[config.mk]
export PLATFORM = sky130hd
export DESIGN_NAME = tdc_multi_channel_aggregator
export DESIGN_NICKNAME = d
export VERILOG_FILES = /design/src/rtl/tdc_multi_channel_aggregator.sv
export SDC_FILE = /design/constraint.sdc
export NUM_CORES = 1
export LEC_CHECK = 0
export CAP_MARGIN = 20
export CORE_ASPECT_RATIO = 0.5
export CORE_MARGIN = 4
export CORE_UTILIZATION = 29
export DETAILED_ROUTE_END_ITERATION = 16
export GPL_ROUTABILITY_DRIVEN = 0
export PLACE_DENSITY = 0.63
export SYNTH_ARGS = -nofsm -noshare
export SYNTH_HDL_FRONTEND = slang
export SYNTH_SLANG_ARGS = --single-unit
[constraint.sdc]
create_clock -name clk -period 7.8 [get_ports clk]
set_clock_uncertainty 0.15 [all_clocks]
set_input_delay 1.56 -clock clk [delete_from_list [all_inputs] [get_ports clk]]
set_output_delay 1.56 -clock clk [all_outputs]
set_load 0.005 [all_outputs]
[src/rtl/tdc_multi_channel_aggregator.sv]
// tdc_multi_channel_aggregator
// Collects timestamp words from NUMBER_CHANNEL TDC channels. Each channel has
// one holding register. Held words are written round-robin into a shared FIFO
// write port, and the arbiter respects FIFO back-pressure. Each channel has a
// saturating counter of words dropped because its holding register was full.
// Optional feature: define TDC_AGG_PRIORITY_EN to add the priority_mode input.
// When priority_mode=1, the arbiter uses fixed lowest-index-first priority.
module tdc_multi_channel_aggregator #(
    parameter int NUMBER_CHANNEL   = 4,
    parameter int FIFO_DATA_LENGTH = 68,
    parameter int DROP_CNT_LENGTH  = 16
) (
    input  logic                                      clk,
    input  logic                                      rsnt,
    input  logic [NUMBER_CHANNEL-1:0]                 ch_valid,
    input  logic [NUMBER_CHANNEL*FIFO_DATA_LENGTH-1:0] ch_data,
    input  logic [NUMBER_CHANNEL-1:0]                 enable_channels,
    input  logic                                      flush,
    input  logic                                      clear_drops,
    input  logic                                      fifo_full,
`ifdef TDC_AGG_PRIORITY_EN
    input  logic                                      priority_mode,
`endif
    output logic [FIFO_DATA_LENGTH-1:0]               o_data,
    output logic                                      write,
    output logic [NUMBER_CHANNEL-1:0]                 sel_onehot,
    output logic [NUMBER_CHANNEL-1:0]                 pending,
    output logic [NUMBER_CHANNEL*DROP_CNT_LENGTH-1:0] drop_count
);

    localparam int N     = NUMBER_CHANNEL;
    localparam int W     = FIFO_DATA_LENGTH;
    localparam int D     = DROP_CNT_LENGTH;
    localparam int PTR_W = $clog2(N);

    localparam logic [0:0] ST_RUN   = 1'b0;
    localparam logic [0:0] ST_FLUSH = 1'b1;

    logic [0:0]       state_q, state_d;
    logic [PTR_W-1:0] rr_q, rr_d;
    logic [N-1:0]     pend_q, pend_d;
    logic [W-1:0]     hold_q [N];
    logic             write_q;
    logic [W-1:0]     o_data_q;
    logic [N-1:0]     sel_q;
    logic [D-1:0]     drop_q [N];

    logic             run;
    logic             prio_sel;
    logic [PTR_W-1:0] start;
    logic             grant_vld;
    logic [PTR_W-1:0] grant_idx;
    logic [N-1:0]     grant, cap, drop;

`ifdef TDC_AGG_PRIORITY_EN
    assign prio_sel = priority_mode;
`else
    assign prio_sel = 1'b0;
`endif

    assign run   = (state_q == ST_RUN);
    assign start = prio_sel ? '0 : rr_q;

    // Arbiter: pick the first pending channel at or after the search start.
    // Wrap from the last channel back to channel 0.
    always_comb begin
        // NOTE: every combinational output gets a default first so no latch is inferred.
        int j;
        j         = 0;
        grant_vld = 1'b0;
        grant_idx = '0;
        grant     = '0;
        rr_d      = rr_q;
        if (run && !fifo_full) begin
            for (int k = 0; k < N; k++) begin
                j = int'(start) + k;
                if (j >= N) j = j - N;
                if (!grant_vld && pend_q[j]) begin
                    grant_vld = 1'b1;
                    grant_idx = PTR_W'(j);
                end
            end
        end
        if (grant_vld) begin
            grant[grant_idx] = 1'b1;
            if (!prio_sel)
                rr_d = (grant_idx == PTR_W'(N - 1)) ? '0 : grant_idx + 1'b1;
        end
    end

    // Per-channel capture/drop decisions and next occupancy.
    // FLUSH clears all occupancy and ignores incoming words.
    always_comb begin
        cap    = '0;
        drop   = '0;
        pend_d = '0;
        for (int i = 0; i < N; i++) begin
            cap[i]  = run && ch_valid[i] && enable_channels[i] && (!pend_q[i] || grant[i]);
            drop[i] = run && ch_valid[i] && enable_channels[i] && pend_q[i] && !grant[i];
            if (!run)        pend_d[i] = 1'b0;
            else if (cap[i]) pend_d[i] = 1'b1;
            else if (grant[i]) pend_d[i] = 1'b0;
            else             pend_d[i] = pend_q[i];
        end
        state_d = (run && flush) ? ST_FLUSH : ST_RUN;
    end

    // Control state, arbiter pointer, occupancy and registered FIFO-side outputs.
    always_ff @(posedge clk) begin
        // NOTE: sequential state uses non-blocking assignments only, so every register samples pre-edge values.
        if (!rsnt) begin
            state_q  <= ST_RUN;
            rr_q     <= '0;
            pend_q   <= '0;
            write_q  <= 1'b0;
            o_data_q <= '0;
            sel_q    <= '0;
        end else begin
            state_q <= state_d;
            rr_q    <= rr_d;
            pend_q  <= pend_d;
            write_q <= grant_vld;
            sel_q   <= grant;
            if (grant_vld) o_data_q <= hold_q[grant_idx];
        end
    end

    // Holding registers: load a word when its channel captures.
    always_ff @(posedge clk) begin
        // NOTE: the data array has no reset; pend_q qualifies every entry, so a stale word is never read.
        for (int i = 0; i < N; i++)
            if (cap[i]) hold_q[i] <= ch_data[i*W +: W];
    end

    // Saturating drop counters. A clear has priority over an increment.
    always_ff @(posedge clk) begin
        for (int i = 0; i < N; i++) begin
            if (!rsnt || clear_drops)
                drop_q[i] <= '0;
            else if (drop[i] && (drop_q[i] != '1))
                drop_q[i] <= drop_q[i] + 1'b1;
        end
    end

    assign o_data     = o_data_q;
    assign write      = write_q;
    assign sel_onehot = sel_q;
    assign pending    = pend_q;

    for (genvar g = 0; g < N; g++) begin : g_drop_out
        assign drop_count[g*D +: D] = drop_q[g];
    end

endmodule

==> Word-level counts from Yosys, hierarchy flattened <==
Memories as Yosys holds them, arrays and structs flattened. A register that Yosys moved wholly into a read port is not among the register bits.
Index checks and enable logic that the tools add are counted.
{ "word_totals": {"regBits": 12, "ram_bits": 336, "in_bits": 285, "output_inout_bits": 141, "wordCells": 169, "memories": 2} }
{ "mem_list": {"columns": ["name", "depth", "word_bits", "rd", "rd_ports_with_merged_regs", "write_ports", "line_no", "source"], "rows": [
  ["hold_q", 4, 68, 1, 1, 4, "42", "logic [W-1:0] hold_q [N];"],
  ["drop_q", 4, 16, 4, 0, 4, "46", "logic [D-1:0] drop_q [N];"]
]} }
{ "op_classes": {"add_sub_neg": 12, "magnitude_cmp": 10, "n_eq_ne": 5, "mux": 72, "bitwise": 6, "reduce_logical": 54} }
{ "op_table": {"columns": ["cell", "n"], "rows": [
  ["two-way mux 32 bit", 8],
  ["less-than comparator 32 x 4 -> 1 bit, second input constant", 4],
  ["adder 16 x 1 -> 16 bit, second input constant", 4],
  ["two-way mux 16 bit", 4],
  ["inequality test 16 bit, second input constant", 4],
  ["two-way mux 1 bit", 48],
  ["logical AND 1 bit", 30],
  ["zero test 1 bit", 14],
  ["two-way mux 2 bit", 6],
  ["subtractor 3 x 3 -> 4 bit, second input constant", 3],
  ["greater-or-equal comparator 3 bit, second input constant", 3],
  ["binary-select mux 1 bit (select 2 bit)", 4],
  ["nonzero test 2 bit", 4],
  ["adder 2 x 2 -> 3 bit, second input constant", 2],
  ["logical OR 1 bit", 5],
  ["two-way mux 4 bit", 1],
  ["OR 1 bit", 4],
  ["subtractor 2 x 3 -> 4 bit, second input constant", 1],
  ["adder 2 x 1 -> 3 bit, second input constant", 1],
  ["greater-or-equal comparator 2 x 3 -> 1 bit, second input constant", 1],
  ["less-than comparator 2 x 3 -> 1 bit, second input constant", 1],
  ["adder 2 x 1 -> 2 bit, second input constant", 1],
  ["demux 1 bit (select 2 bit)", 1],
  ["== test 2 bit, second input constant", 1],
  ["other kinds (3)", 4]
]} }

==> Logic depth before layout (Yosys ltp) <==
Gate-level depths: netlist of the first run.
{ "depth": {"depth_word": 32, "mapped_depth": 15, "mapped_depth_nobuf": 11} }

==> Worst setup path before layout of the first run <==
OpenSTA, ideal clock, no wires.
{ "synth_path": {"path_type": "in2reg", "startpoint": "input fifo_full", "endpoint": "memory hold_q[1][0] (netlist name) (enable)", "setup_ps": 596, "arrival_ps": 7476, "required_ps": 7054, "setup_slack_ps": -422, "stages": 7, "path_cell_list": "nor2_1 > nand2b_1 > buf_4 > nor2_4 > ha_1 > nand2b_1 > a211oi_1"} }
{ "synth_rtl": {"columns": ["item", "line_no", "source"], "rows": [
  ["from (decl)", "20", "input logic fifo_full,"],
  ["to (decl)", "42", null]
]} }

==> results.cfg, run 1 <==
[synth]
syn_area_um2 = 16000
ys.flop_type = edfxtp_1
synth_warnings = 0
synth_cells = 1143
synth_edf_count = 336
synth-seq-cells = 416
syn_nets = 1436
synth.avg_cell_area_um2 = 14.0
synthArstFlopShare = 0
ys_types = 45
ys_seq_area_frac = 0.729

[worst_setup_path]
cp-endpoint = hold_q[3][55]$_DFFE_PP_
cp_common_cell = buf_4
r2r_cells = 10
crit_chain = mux2i_1, a21boi_4, buf_4, nand2_4, nor2_4, ha_1, inv_1, o21ai_0, nor2b_4, buf_4
critPathMaxStageDelay_ns = 0.73
required_ns = 7.82
cp-start-kind = flop
arrival_ns = 5.15
rrSetupSlack_ns = 2.67
cp_top_family = simple AND/OR/NAND/NOR gates
worstSetupPathType = reg -> reg
crit_cells = 10
crit_path_start = pending[1]$_SDFFE_PP0P_
slowest_stage = buf_4
endpoint_kind = flop
reg2reg_to = hold_q[3][55]$_DFFE_PP_
cp_max_fo = 69
r2r_start = pending[1]$_SDFFE_PP0P_
path_buf_inv = 3

[final_layout]
seq_area_um2 = 11700
final_layout_size_suffix_gt1_frac = 0.101
final_nets = 1841
area_growth_syn_to_layout_pct = 40.0
mostFrequentLayoutCell = clkdlybuf4s50_1
multi_input_area_um2 = 4010
final_cells = 2351
fill_cells = 5093
final_cell_mix = clkdlybuf4s50_1 (425), edfxtp_1 (336), nor2_1 (153), dfxtp_1 (80), a21oi_1 (73)

[detailed_routing]
drtIter0Drc = 791
remaining_drc_errors = 0
routed_wl_um = 51700
drt_first_pass_iters = 5
vias_per_cell = 4.81
vias = 11300
antenna_left = 0
wire_per_inst_um = 22.0

[floorplan]
fp.dieH_um = 174
initial_core_util = 0.296
fp-row-count = 60
core_um2 = 54200
die_w_um = 341
die-area_um2 = 59400
num_io_pins = 426

[status]
outcome = finished, final reports clean

[power_and_ir_drop]
finalPower_w = 0.00523
powerDensity_nw_per_um2 = 233
vdd_drop_max_mv = 0.115
p_leak_nw = 7.35

[placed_design]
dp.cells = 2248
dp_hpwl_um = 35400
io_buffers = 425
dp_slack_ns = 2.39

[timing]
tightest_slew_ns = 0.997
rsz0062_at_grt = no
min_period_ns = 5.13
finalHoldViolCount = 0
setup_ws_ns = 2.67
maxSlewViolCount = 0
slew_headroom = 0.335
setup_violations = 0
fmax_ghz = 0.195
fin_tns_setup_ns = 0
fin_crit_sh = 0.658

[global_routing]
grt_first_pass_wirelength_um = 74100
first_global_vias = 11500
grt_max_degree = 70
grt_usage = 0.166
grt_overflow = 0
antenna_found_initial = 27

[cts]
postCtsSetupBuffers = 0
cts_buffer_depth = 3
cts_tree = done
ctsHoldBuffers = 0
numCtsBuffers = 41
cts.sink_count = 416
clk_latency_ns = 0.54
htreeDepth = 2
clkTransAtPathRegs_ns = 0.07
ctsResizeCount = 0
root_buffer = clkbuf_16

[min_path]
min-delay-path-class = reg -> reg

[run]
max_cap_viol_count = 0
==> report_power, final <==
group          switching (W)  internal (W)
Sequential         0.0000701       0.00254
Clock               0.000837       0.00114
Combinational       0.000305      0.000334
==> Yosys cell counts (all sizes together) (2+ instances only) <==
cell type,n,area share
nor3,6,0.0022
a31o,68,0.037
nand2b,7,0.0027
a311o,2,0.0012
o21ai,5,0.0016
dfxtp,80,0.10
nand2,46,0.011
buf,29,0.010
clkbuf,47,0.011
ha,8,0.0062
o22ai,68,0.027
nand4,9,0.0035
edfxtp,336,0.63
nor2b,3,0.0012
o32ai,68,0.037
xor2,31,0.017
inv,15,0.0035
and4,6,0.0033
nand3,23,0.0072
a21oi,74,0.023
or2,5,0.0020
a21boi,4,0.0026
nor2,154,0.037
nor4,2,0.00078
and2,2,0.00078
xnor2,25,0.014
and3,11,0.0043
==> area by class of cell <==
type	count	share of cell area
sequential	416	0.521
timing repair buffer	438	0.195
multi-input combinational	636	0.179
clock buffer	65	0.0543
tap	744	0.0415
clock inverter	11	0.00507
antenna	26	0.00290
inverter	15	0.00251
==> how the worst min path moves through the flow <==
stage                     slack (ns)                     from                 endpoint  cells after the start
final                           0.36  hold_q[2][53]$_DFFE_PP_  o_data[53]$_SDFFE_PN0P_                      2
after CTS                       0.37  hold_q[2][53]$_DFFE_PP_  o_data[53]$_SDFFE_PN0P_                      2
after detailed placement        0.36  hold_q[2][19]$_DFFE_PP_  o_data[19]$_SDFFE_PN0P_                      2
after global placement          0.34  hold_q[2][12]$_DFFE_PP_  o_data[12]$_SDFFE_PN0P_                      2
after global routing            0.40  hold_q[2][67]$_DFFE_PP_  o_data[67]$_SDFFE_PN0P_                      2
after floorplan                 0.33  hold_q[2][12]$_DFFE_PP_  o_data[12]$_SDFFE_PN0P_                      2
==> flip-flops by register name, indices dropped and copies added (netlist names) <==
| signal | count |
|---|---|
| drop_q | 64 |
| hold_q | 272 |
| o_data | 68 |
| pending | 4 |
| rr_q | 2 |
| sel_onehot | 4 |
| state_q | 1 |
| write | 1 |
==> layer usage <==
layer  up-vias  global-route usage  routed length, um
met5         -                   0                 21
met1      5683               0.170              17700
met4         4              0.0871               2010
li1       5240                   -                  -
met3       103              0.0265               1880
met2       273               0.322              30100
==> stage by stage <==
step / utilization / area (um^2) / hold slack (ns)
CTS: 0.413 / 22400 / 0.369
floorplan: - / 16000 / 0.329
detailed placement: 0.388 / 21000 / 0.359
global route: 0.414 / 22500 / 0.397
finish: 0.414 / 22500 / 0.365
global placement: 0.388 / 21000 / 0.341
==> cell families (layout without fill, tap and decap cells) <==
family,after synthesis,count (layout),synth area share
AND/OR/NAND/NOR,278,278,0.0777
other,0,26,0
XOR/XNOR,56,56,0.0306
AO/OA/AOI/OAI,293,293,0.131
adder cells (fa/ha/maj),8,8,0.00624
multiplexers,1,1,0.000624
buffers and inverters,91,529,0.0246
flip-flops,416,416,0.729
==> tightest hold or removal path: cells and delay by family, from the launching register on <==
family / cells / cell delay, ns
AO/OA/AOI/OAI: 2 / 0.16
flip-flops: 1 / 0.32
Power figures use the tool's default switching activity.
==> run 2: changes to the inputs <==
Clock period 7.8 ns to 4.3 ns, I/O delays scaled along.
==> results.cfg, run 2 (same netlist as run 1, synthesis figures left out) <==
[status]
outcome = finished, final reports clean

[floorplan]
die-area_um2 = 59400
die_w_um = 341
core_um2 = 54200
initial_core_util = 0.296
fp.dieH_um = 174
fp-row-count = 60
num_io_pins = 426

[timing]
tightest_slew_ns = 0.889
fin_crit_sh = 0.801
slew_headroom = 0.407
holdWs_ns = 0.364
fin_tns_setup_ns = 0
finalHoldViolCount = 0
setup_ws_ns = 0.856
min_period_ns = 3.44
maxSlewViolCount = 0
rsz0062_at_grt = no
fmax_ghz = 0.290
setup_violations = 0

[cts]
ctsResizeCount = 0
htreeDepth = 2
clk_latency_ns = 0.54
root_buffer = clkbuf_16
cts.sink_count = 416
cts_buffer_depth = 3
ctsHoldBuffers = 0
cts_tree = done
postCtsSetupBuffers = 0
numCtsBuffers = 42
clkTransAtPathRegs_ns = 0.06

[global_routing]
grt_usage = 0.166
antenna_found_initial = 21
first_global_vias = 11400
grt_first_pass_wirelength_um = 74300
grt_overflow = 0
grt_max_degree = 70

[worst_setup_path]
reg2reg_to = drop_q[0][15]$_SDFFCE_PN0P_
r2r_start = pending[0]$_SDFFE_PP0P_
r2r_cells = 12
arrival_ns = 3.56
cp-start-kind = input port
worstSetupPathType = in -> reg
cp_max_fo = 32
rrSetupSlack_ns = 0.94
required_ns = 4.42
endpoint_kind = flop

[min_path]
holdPathEnd = o_data[41]$_SDFFE_PN0P_
hold_start = hold_q[2][41]$_DFFE_PP_
min-delay-path-class = reg -> reg
hold_depth = 2

[detailed_routing]
wire_per_inst_um = 22.0
routed_wl_um = 51700
drtIter0Drc = 793
antenna_left = 0
remaining_drc_errors = 0
drt_first_pass_iters = 5
vias = 11400
vias_per_cell = 4.82

[final_layout]
area_growth_syn_to_layout_pct = 41.0
mostFrequentLayoutCell = clkdlybuf4s50_1
top_register = hold_q
final_layout_size_suffix_gt1_frac = 0.108
fill_cells = 5004
multi_input_area_um2 = 4010
seq_area_um2 = 11700
final_nets = 1852
final_cells = 2353
largest_register_ffs = 272
final_cell_mix = clkdlybuf4s50_1 (425), edfxtp_1 (336), nor2_1 (153), dfxtp_1 (80), a21oi_1 (73)

[power_and_ir_drop]
powerDensity_nw_per_um2 = 421
p_int_w = 0.00732
p_sw_frac = 0.231
pwr-share-comb = 0.125
p_leak_nw = 7.43
finalPower_w = 0.00952
seqPwrFrac = 0.496
switchingPower_w = 0.00220
pwr-share-clk = 0.379
vdd_drop_max_mv = 0.275

[placed_design]
dp.cells = 2259
dp_slack_ns = 0.304
dp_hpwl_um = 36100
io_buffers = 425

[run]
max_cap_viol_count = 0
-- run 2: metal layers --
layer  track usage  up-vias  wire length (um)
li1              -     5246                 -
met5             0        -                27
met4        0.0935        4              2410
met2         0.318      285             29400
met1         0.171     5706             17800
met3        0.0296      110              2000
-- run 2: worst max-delay path: stages --
cell and delay, ns:
clkdlybuf4s50_1 0.59, nor2_1 0.07, buf_4 0.17, nand2b_2 0.10, nor2_4 0.06, inv_2 0.07, buf_4 0.36, ha_1 0.27
inv_1 0.05, o21ai_0 0.23, a311o_1 0.17, or2_1 0.45, nor2_1 0.11
-- run 2: final cells by class --
| class | instances | share of cell area |
|---|---|---|
| multi-input cells | 636 | 0.177 |
| flip-flops and latches | 416 | 0.517 |
| repair buffers | 448 | 0.200 |
| inverters | 15 | 0.00249 |
| diodes | 19 | 0.00210 |
| clock buffers | 61 | 0.0541 |
| well taps | 744 | 0.0412 |
| clock inverters | 14 | 0.00553 |
-- run 2: worst max path at each step --
stage	startpoint	end	slack, ns	cells past startpoint
after CTS	fifo_full	drop_q[0][15]$_SDFFCE_PN0P_	0.84	13
after floorplan	fifo_full	hold_q[0][0]$_DFFE_PP_	0.04	10
final	fifo_full	drop_q[0][15]$_SDFFCE_PN0P_	0.86	13
after global routing	fifo_full	drop_q[0][7]$_SDFFCE_PN0P_	0.62	13
after detailed placement	fifo_full	drop_q[0][11]$_SDFFCE_PN0P_	0.30	13
after global placement	fifo_full	hold_q[0][41]$_DFFE_PP_	0.35	12
-- run 2: power by group through the flow --
stage / combinational (W) / sequential [W] / clock [W]
after global placement: 0.00118 / 0.00480 / 0
after floorplan: 0.000477 / 0.00479 / 0
after global routing: 0.00127 / 0.00475 / 0.00384
after CTS: 0.00120 / 0.00472 / 0.00367
after detailed placement: 0.00120 / 0.00481 / 0
final: 0.00119 / 0.00472 / 0.00361
-- run 2: per-stage QoR --
stage	instance area [um^2]	utilization
after detailed placement	21200	0.391
after floorplan	16100	-
final	22600	0.417
after global placement	21200	0.391
after CTS	22600	0.416
after global routing	22600	0.417
==> run 3: changes to the inputs <==
Settings changed: PLACE_DENSITY 0.63 to 0.61.
Clock period 4.3 ns to 3.4 ns, I/O delays scaled along.
==> results.cfg, run 3 (same netlist as run 1, synthesis figures left out) <==
[worst_setup_path]
cp_top_family = simple AND/OR/NAND/NOR gates
path_buf_inv = 2
critPathMaxStageDelay_ns = 0.57
cp-start-kind = flop
worstSetupPathType = reg -> reg
r2r_start = pending[1]$_SDFFE_PP0P_
required_ns = 3.65
slowest_stage = dfxtp_1
crit_chain = mux2i_1, a21boi_4, nand2_4, nor2_4, inv_2, ha_1, inv_1, o21ai_0, a311o_1, or2_1, nor2_1
endpoint_kind = flop
cp_max_fo = 16
arrival_ns = 3.24
crit_path_start = pending[1]$_SDFFE_PP0P_

[timing]
fin_crit_sh = 0.881
rsz0062_at_grt = no
fin_tns_setup_ns = 0
holdWs_ns = 0.372
maxSlewViolCount = 0
min_period_ns = 3.00
fmax_ghz = 0.334
slew_headroom = 0.386
tightest_slew_ns = 0.919
setup_violations = 0
finalHoldViolCount = 0

[power_and_ir_drop]
finalPower_w = 0.0120
powerDensity_nw_per_um2 = 526
p_leak_nw = 7.57
vdd_drop_max_mv = 0.302

[status]
outcome = finished, final reports clean

[final_layout]
finalCoreUtilization = 0.422
mostFrequentLayoutCell = clkdlybuf4s50_1
final_cell_mix = clkdlybuf4s50_1 (425), edfxtp_1 (336), nor2_1 (152), dfxtp_1 (79), a21oi_1 (73)
final_layout_size_suffix_gt1_frac = 0.120
final_nets = 1870
top_register = hold_q
largest_register_ffs = 272
area_growth_syn_to_layout_pct = 42.7
fill_cells = 5033

[global_routing]
grt_overflow = 0
grt_first_pass_wirelength_um = 76400
first_global_vias = 11700
grt_usage = 0.170
antenna_found_initial = 15
grt_max_degree = 70

[run]
max_cap_viol_count = 0

[detailed_routing]
antenna_left = 0
wire_per_inst_um = 22.4
drt_first_pass_iters = 5
routed_wl_um = 53000
drtIter0Drc = 828
vias = 11400
remaining_drc_errors = 0
vias_per_cell = 4.80

[cts]
ctsResizeCount = 0
htreeDepth = 2
clkTransAtPathRegs_ns = 0.06
numCtsBuffers = 41
cts_tree = done
ctsHoldBuffers = 0
cts.sink_count = 416
root_buffer = clkbuf_16
postCtsSetupBuffers = 0
cts_buffer_depth = 3
clk_latency_ns = 0.56

[floorplan]
core_um2 = 54200
num_io_pins = 426
die_w_um = 341
fp-row-count = 60
fp.dieH_um = 174
initial_core_util = 0.296
die-area_um2 = 59400

[min_path]
hold_start = hold_q[2][52]$_DFFE_PP_
min-delay-path-class = reg -> reg

[placed_design]
io_buffers = 425
dp_hpwl_um = 37200
==> run 3: metal layers <==
layer / vias to the layer above / GRT usage / share of wire
met4: 4 / 0.0553 / 0.023
met2: 213 / 0.349 / 0.59
met1: 5799 / 0.176 / 0.36
li1: 5274 / - / -
met5: - / 0 / 0.00040
met3: 75 / 0.0252 / 0.029
==> run 3: through the flow <==
stage / instance area [um^2] / setup WS, ns / std cells
after detailed placement: 21500 / 0.0208 / 2278
after global placement: 21500 / 0.0987 / 2278
after floorplan: 16100 / -0.471 / 1143
after global routing: 22900 / 0.138 / 2367
final: 22900 / 0.405 / 2367
after CTS: 22900 / 0.421 / 2354
==> run 3: path summary, 6_finish.rpt <==
kind | endpoint | slack (ns) | cells after the start
hold reg to reg | o_data[52]$_SDFFE_PN0P_ | 0.37 | 2
setup reg to reg | drop_q[0][9]$_SDFFCE_PN0P_ | 0.40 | 11
setup / recovery | drop_q[0][9]$_SDFFCE_PN0P_ | 0.40 | 11
hold / removal | o_data[52]$_SDFFE_PN0P_ | 0.37 | 2
==> run 3: worst min-delay path, delay by kind of cell (launching register included) <==
family | cells | cell delay (ns)
DFF | 1 | 0.32
AOI/OAI and AO/OA | 2 | 0.16
==> run 3: cell type report <==
| type | count | area (um^2) | area share |
|---|---|---|---|
| Inverter | 15 | 56.3 | 0.00246 |
| Tap cell | 744 | 931 | 0.0407 |
| Antenna cell | 13 | 32.5 | 0.00142 |
| Clock inverter | 17 | 143 | 0.00623 |
| Clock buffer | 59 | 1180 | 0.0518 |
| Multi-Input combinational cell | 636 | 4020 | 0.175 |
| Timing Repair Buffer | 467 | 4830 | 0.211 |
| Sequential cell | 416 | 11700 | 0.511 |
==> run 3: power breakdown <==
group	internal (W)	total (W)	switching, W
Clock	0.00253	0.00450	0.00198
Combinational	0.000830	0.00156	0.000733
Sequential	0.00581	0.00598	0.000164
Total	0.00917	0.0120	0.00287
